<file path="config.mk">
export PLATFORM = sky130hd
export DESIGN_NAME = m_keypad_scan
export DESIGN_NICKNAME = d
export VERILOG_FILES = /design/src/rtl/keypad_pkg.sv /design/src/rtl/m_key_sync.sv /design/src/rtl/m_keypad_scan.sv
export SDC_FILE = /design/constraint.sdc
export NUM_CORES = 1
export LEC_CHECK = 0
export CAP_MARGIN = 20
export CORE_MARGIN = 1
export CORE_UTILIZATION = 55
export DETAILED_ROUTE_END_ITERATION = 10
export GPL_TIMING_DRIVEN = 0
export PLACE_DENSITY = 0.73
export SLEW_MARGIN = 40
export SYNTH_ARGS = -nofsm -noshare
export SYNTH_HDL_FRONTEND = slang
export SYNTH_SLANG_ARGS = --single-unit
export TNS_END_PERCENT = 10
</file>
<file path="constraint.sdc">
create_clock -name clk -period 10.4 [get_ports clk]
set_clock_uncertainty 0.05 [all_clocks]
set_input_delay 1.04 -clock clk [delete_from_list [all_inputs] [get_ports clk]]
set_output_delay 1.04 -clock clk [all_outputs]
set_load 0.05 [all_outputs]
</file>
<file path="src/rtl/keypad_pkg.sv">
// Shared types and key-code table for the calculator keypad scanner.
// Codes match the 7-segment display code set so they pass straight through.
package keypad_pkg;

  typedef enum logic [1:0] {
    IDLE     = 2'd0,
    DEBOUNCE = 2'd1,
    HELD     = 2'd2
  } state_e;

  localparam logic [3:0] KEY_ADD = 4'ha;
  localparam logic [3:0] KEY_SUB = 4'hb;
  localparam logic [3:0] KEY_MUL = 4'hc;
  localparam logic [3:0] KEY_DIV = 4'hd;
  localparam logic [3:0] KEY_EQ  = 4'he;
  localparam logic [3:0] KEY_CLR = 4'hf;

  // Index = row*4 + col; entry 0 is the rightmost element.
  localparam logic [15:0][3:0] KEY_MAP = {
    KEY_DIV, KEY_EQ, 4'h0, KEY_CLR,   // row3
    KEY_MUL, 4'h9,   4'h8, 4'h7,      // row2
    KEY_SUB, 4'h6,   4'h5, 4'h4,      // row1
    KEY_ADD, 4'h3,   4'h2, 4'h1       // row0
  };

  function automatic logic [3:0] key_lookup(input logic [3:0] idx);
    return KEY_MAP[idx];
  endfunction

endpackage

</file>
<file path="src/rtl/m_key_sync.sv">
// Two-flop synchroniser for the asynchronous keypad column lines.
module m_key_sync #(
  parameter int W = 4
) (
  input  logic         clk,
  input  logic         rst_n,
  input  logic [W-1:0] i_d,
  output logic [W-1:0] o_q
);

  logic [W-1:0] r_meta;
  logic [W-1:0] r_sync;

  always_ff @(posedge clk or negedge rst_n) begin
    if (!rst_n) begin
      r_meta <= '0;
      r_sync <= '0;
    end else begin
      r_meta <= i_d;
      r_sync <= r_meta;
    end
  end

  assign o_q = r_sync;

endmodule

</file>
<file path="src/rtl/m_keypad_scan.sv">
// 4x4 keypad scanner: rotates row drive, collects one full scan of columns,
// debounces over whole scans and emits one code per accepted press.
module m_keypad_scan
  import keypad_pkg::*;
#(
  parameter int SCAN_DIV     = 1000,
  parameter int DEBOUNCE_CNT = 4
) (
  input  logic       clk,
  input  logic       rst_n,
  input  logic [3:0] col_i,
  output logic [3:0] row_o,
  output logic [3:0] key_code,
  output logic       key_valid,
  output logic       key_held
);

  localparam int DW = (SCAN_DIV > 1) ? $clog2(SCAN_DIV) : 1;
  localparam int CW = $clog2(DEBOUNCE_CNT + 1);

  logic [3:0]    w_col_sync;
  logic [3:0]    w_hit;
  logic [DW-1:0] r_dwell;
  logic [1:0]    r_row;
  logic [11:0]   r_scan;
  logic [15:0]   w_full;
  logic [4:0]    w_nbits;
  logic [3:0]    w_idx;
  logic          w_sample;
  logic          w_eval;
  logic          w_none;
  logic          w_single;

  state_e        r_state;
  state_e        w_state_nxt;
  logic [3:0]    r_cand;
  logic [CW-1:0] r_cnt;
  logic [CW-1:0] r_rcnt;
  logic [CW-1:0] w_cnt_inc;
  logic [CW-1:0] w_rcnt_inc;
  logic          w_accept;
  logic [3:0]    r_code;
  logic          r_valid;

  m_key_sync #(.W(4)) u_sync (
    .clk   (clk),
    .rst_n (rst_n),
    .i_d   (col_i),
    .o_q   (w_col_sync)
  );

  assign w_hit    = ~w_col_sync;
  assign w_sample = (r_dwell == DW'(SCAN_DIV - 1));
  assign w_eval   = w_sample && (r_row == 2'd3);

  // Scan never stalls: dwell counter and row rotation run in every state.
  always_ff @(posedge clk or negedge rst_n) begin
    if (!rst_n) begin
      r_dwell <= '0;
      r_row   <= 2'd0;
      r_scan  <= '0;
    end else if (w_sample) begin
      r_dwell <= '0;
      r_row   <= r_row + 2'd1;
      case (r_row)
        2'd0:    r_scan[3:0]  <= w_hit;
        2'd1:    r_scan[7:4]  <= w_hit;
        2'd2:    r_scan[11:8] <= w_hit;
        default: ;
      endcase
    end else begin
      r_dwell <= r_dwell + DW'(1);
    end
  end

  // Row 3 is folded in combinationally on the evaluation cycle.
  assign w_full = {w_hit, r_scan};

  always_comb begin
    w_nbits = '0;
    w_idx   = '0;
    for (int i = 0; i < 16; i++) begin
      if (w_full[i]) begin
        w_nbits = w_nbits + 5'd1;
        w_idx   = 4'(i);
      end
    end
  end

  assign w_none     = (w_nbits == 5'd0);
  assign w_single   = (w_nbits == 5'd1);
  assign w_cnt_inc  = (r_state == DEBOUNCE && w_idx == r_cand) ? r_cnt + CW'(1) : CW'(1);
  assign w_rcnt_inc = r_rcnt + CW'(1);
  assign w_accept   = w_eval && w_single && (r_state != HELD) &&
                      (w_cnt_inc == CW'(DEBOUNCE_CNT));

  always_ff @(posedge clk or negedge rst_n) begin
    if (!rst_n) r_state <= IDLE;
    else        r_state <= w_state_nxt;
  end

  always_comb begin
    w_state_nxt = r_state;
    if (w_eval) begin
      case (r_state)
        IDLE:     if (w_single) w_state_nxt = w_accept ? HELD : DEBOUNCE;
        DEBOUNCE: w_state_nxt = w_single ? (w_accept ? HELD : DEBOUNCE) : IDLE;
        HELD:     if (w_none && w_rcnt_inc == CW'(DEBOUNCE_CNT)) w_state_nxt = IDLE;
        default:  w_state_nxt = IDLE;
      endcase
    end
  end

  always_ff @(posedge clk or negedge rst_n) begin
    if (!rst_n) begin
      r_cand  <= '0;
      r_cnt   <= '0;
      r_rcnt  <= '0;
      r_code  <= KEY_CLR;
      r_valid <= 1'b0;
    end else begin
      r_valid <= w_accept;
      if (w_accept) r_code <= key_lookup(w_idx);
      if (w_eval) begin
        if (w_single && r_state != HELD) begin
          r_cand <= w_idx;
          r_cnt  <= w_cnt_inc;
        end
        if (r_state == HELD) r_rcnt <= w_none ? w_rcnt_inc : '0;
        else                 r_rcnt <= '0;
      end
    end
  end

  always_comb begin
    row_o     = ~(4'b0001 << r_row);
    key_code  = r_code;
    key_valid = r_valid;
    key_held  = (r_state == HELD);
  end

endmodule

</file>
==> run metrics <==
Hold WC Path Type register to register; Multi-input gate area 2620 sq um; multiplexer share of the synthesized area 5.12%; post-synthesis register bit count 49; critical path peak fanout 8; Pleak 2.00 nW; Crit-path slowest cell dfrtp_1; CTS sink count 49; pin count of the biggest net entering global routing 37; CP required 10.59 ns; Setup WS post-layout 0.730 ns; crit path DAT 9.86 ns; Post-Synth XOR/XNOR Area 15.2%; most common cell after layout, fill and taps aside nand2_1; Fill cells 610; CTS HTree Levels 2; IO Pins 16; GR Overflow Total 0; Die H 87.9 microns; Buf/Inv on CP 5; area growth from synthesis to layout 11.3%; max cap viols 0; DRC viols 0; CP most frequent cell ha_1; CP Launch Type register; nets@finish 499; final hold viol count 0; CTS Hold Buffers Added 0; post-synth cell types 76; Final Power 0.365 mW; cts bufs inserted 5; DRT Pass-1 Iters 4; initial core utilization 58.4%; remaining antenna violation count 0; root buf cell clkbuf_8; final setup fails 0; pre-CTS setup slack 0.466 ns; maximum vdd drop 62.8 uV; initial antenna violation count 0; largest family of logic cells by synthesized area simple AND/OR/NAND/NOR gates; All-Layer GR Usage 22.0%; TritonCTS clock tree built; critical path type register to register; ratio of cells with drive above 1 in the final layout 12.9%; minimum clock period 9.67 ns; status finished, final reports clean; Syn Nets 472; Synth Area in Adders 8.95%; simple-gate share of the synthesized area 20.4%; Slew HR 53.8%; Max Freq 103 MHz; post-DP HPWL 6060 microns; crit end category register; max-slew violation count 0; Placement Rows 30; Diodes inserted 0; CP top delay family adder cells; commonest cells after routing, fill and taps aside nand2_1 (53), dfrtp_1 (45), nor2_1 (33); full die area 7720 sq um; Netlist Area Pre-Place 4060 sq um; Post-synth EDFFs 0; total wire length 7900 microns; Port Buffer Count 15; FF/Latch Area 1230 sq um; Clk pin slew, worst setup/hold paths 0.09 ns; vias in the first global route 2882; Routed WL per cell 14.1 microns; power density cells 81.0 nW/um^2; worst slew pin tran 0.684 ns; Synth Area in Compound Gates 14.3%; Core Box Area 6940 sq um; Clk Latency, worst-skew pair 0.30 ns; DR iter-0 viols 77; period utilization 93.0%; WHS 0.305 ns; FFs w/ async S/R, synth 100%; register area share after synthesis 30.4%; global-route wire length before repair 13300 microns; drt via density 5.56; Die W 87.9 microns; routed vias 3121; Synth Area per Inst 9.28 sq um; Slowest Stage Delay on Critical Path 0.41 ns; synth warn 0; Most used DFF post-synth dfrtp_1; GPL Wtd Cong 0.816; clk buf depth 2; cells after synthesis 437
==> cells in the mapped netlist, types with 5 or more instances <==
cell type  number  share of area (%)
dfrtp_1        45                 28
inv_1          23                2.1
or3_1           5               0.77
a21oi_1        12                1.5
o21ai_0        20                2.5
nor2_1         34                3.1
xor2_1         18                3.9
ha_1           29                8.9
and3_1          8                1.2
clkbuf_1        9               0.83
nor4_1          5               0.77
xnor2_1        29                6.3
clkbuf_8        6                2.0
nand3_1        11                1.4
a31oi_1         5               0.77
o31ai_1        10                1.9
nor3b_1         8                1.5
mux2_1          8                2.2
mux2i_1         8                2.0
nand2_1        53                4.9
nand2b_1        7                1.1
==> per-layer routing <==
metal / GRT usage, % / vias up / routed length, microns
li1: - / 1599 / -
met1: 31.2 / 1493 / 4000
met2: 36.1 / 24 / 3720
met3: 2.83 / 5 / 115
met4: 4.77 / 0 / 61
met5: 0 / - / 0
==> flip-flops by register name, indices dropped and copies added (netlist names) <==
| signal | count |
|---|---|
| u_sync.o_q | 4 |
| r_dwell | 10 |
| u_sync.r_meta | 4 |
| r_scan | 12 |
| r_row | 2 |
| r_rcnt | 3 |
| r_cand | 4 |
| r_cnt | 3 |
| r_state | 2 |
| key_valid | 1 |
| key_code | 4 |
==> where the power goes <==
part / internal, mW / total, mW / switching (mW)
registers: 0.192 / 0.193 / 0.000689
logic: 0.0129 / 0.0331 / 0.0202
clock network: 0.0722 / 0.140 / 0.0674
==> metrics by stage <==
stage | TNS (ns) | utilization (%) | area [sq um] | cells
floorplan | 0 | - | 4060 | 437
global placement | 0 | 62.3 | 4330 | 548
detailed placement | 0 | 62.6 | 4340 | 549
CTS | 0 | 64.2 | 4460 | 557
global route | -0.0776 | 65.0 | 4510 | 561
finish | 0 | 65.0 | 4510 | 561
==> worst paths after layout <==
kind / cells past startpoint / end / start / slack (ns)
setup / recovery: 50 / key_code[1]$_DFFE_PN1P_ / r_scan[1]$_DFFE_PN0P_ / 0.73
hold / removal: 0 / u_sync.o_q[3]$_DFF_PN0_ / u_sync.r_meta[3]$_DFF_PN0_ / 0.31
setup reg to reg: 50 / key_code[1]$_DFFE_PN1P_ / r_scan[1]$_DFFE_PN0P_ / 0.73
hold reg to reg: 0 / u_sync.o_q[3]$_DFF_PN0_ / u_sync.r_meta[3]$_DFF_PN0_ / 0.31
max in group asynchronous: 2 / u_sync.o_q[1]$_DFF_PN0_ / rst_n / 9.34
min in group asynchronous: 1 / r_cand[0]$_DFFE_PN0P_ / rst_n / 0.52
==> timing repair <==
action	CTS	global route
hold endpoints to repair	0	0
setup buffers	0	4
resized for setup	0	6
endpoints found under the setup margin	0	13
==> cell families (layout without fill, tap and decap cells) <==
family | after synthesis | in the layout
AND/OR/NAND/NOR | 159 | 159
AO/OA/AOI/OAI | 83 | 83
XOR/XNOR | 57 | 57
flip-flops | 49 | 49
buffers and inverters | 41 | 69
adder cells (fa/ha/maj) | 29 | 29
multiplexers | 19 | 19
==> final cells by class <==
cell class | instances | share of cell area (%)
multi-input combinational | 347 | 58.1
sequential | 49 | 27.3
timing repair buffer | 20 | 4.38
buffer | 18 | 3.16
tap | 96 | 2.66
inverter | 23 | 1.91
clock buffer | 5 | 1.52
clock inverter | 3 | 0.970
Power figures use the tool's default switching activity.
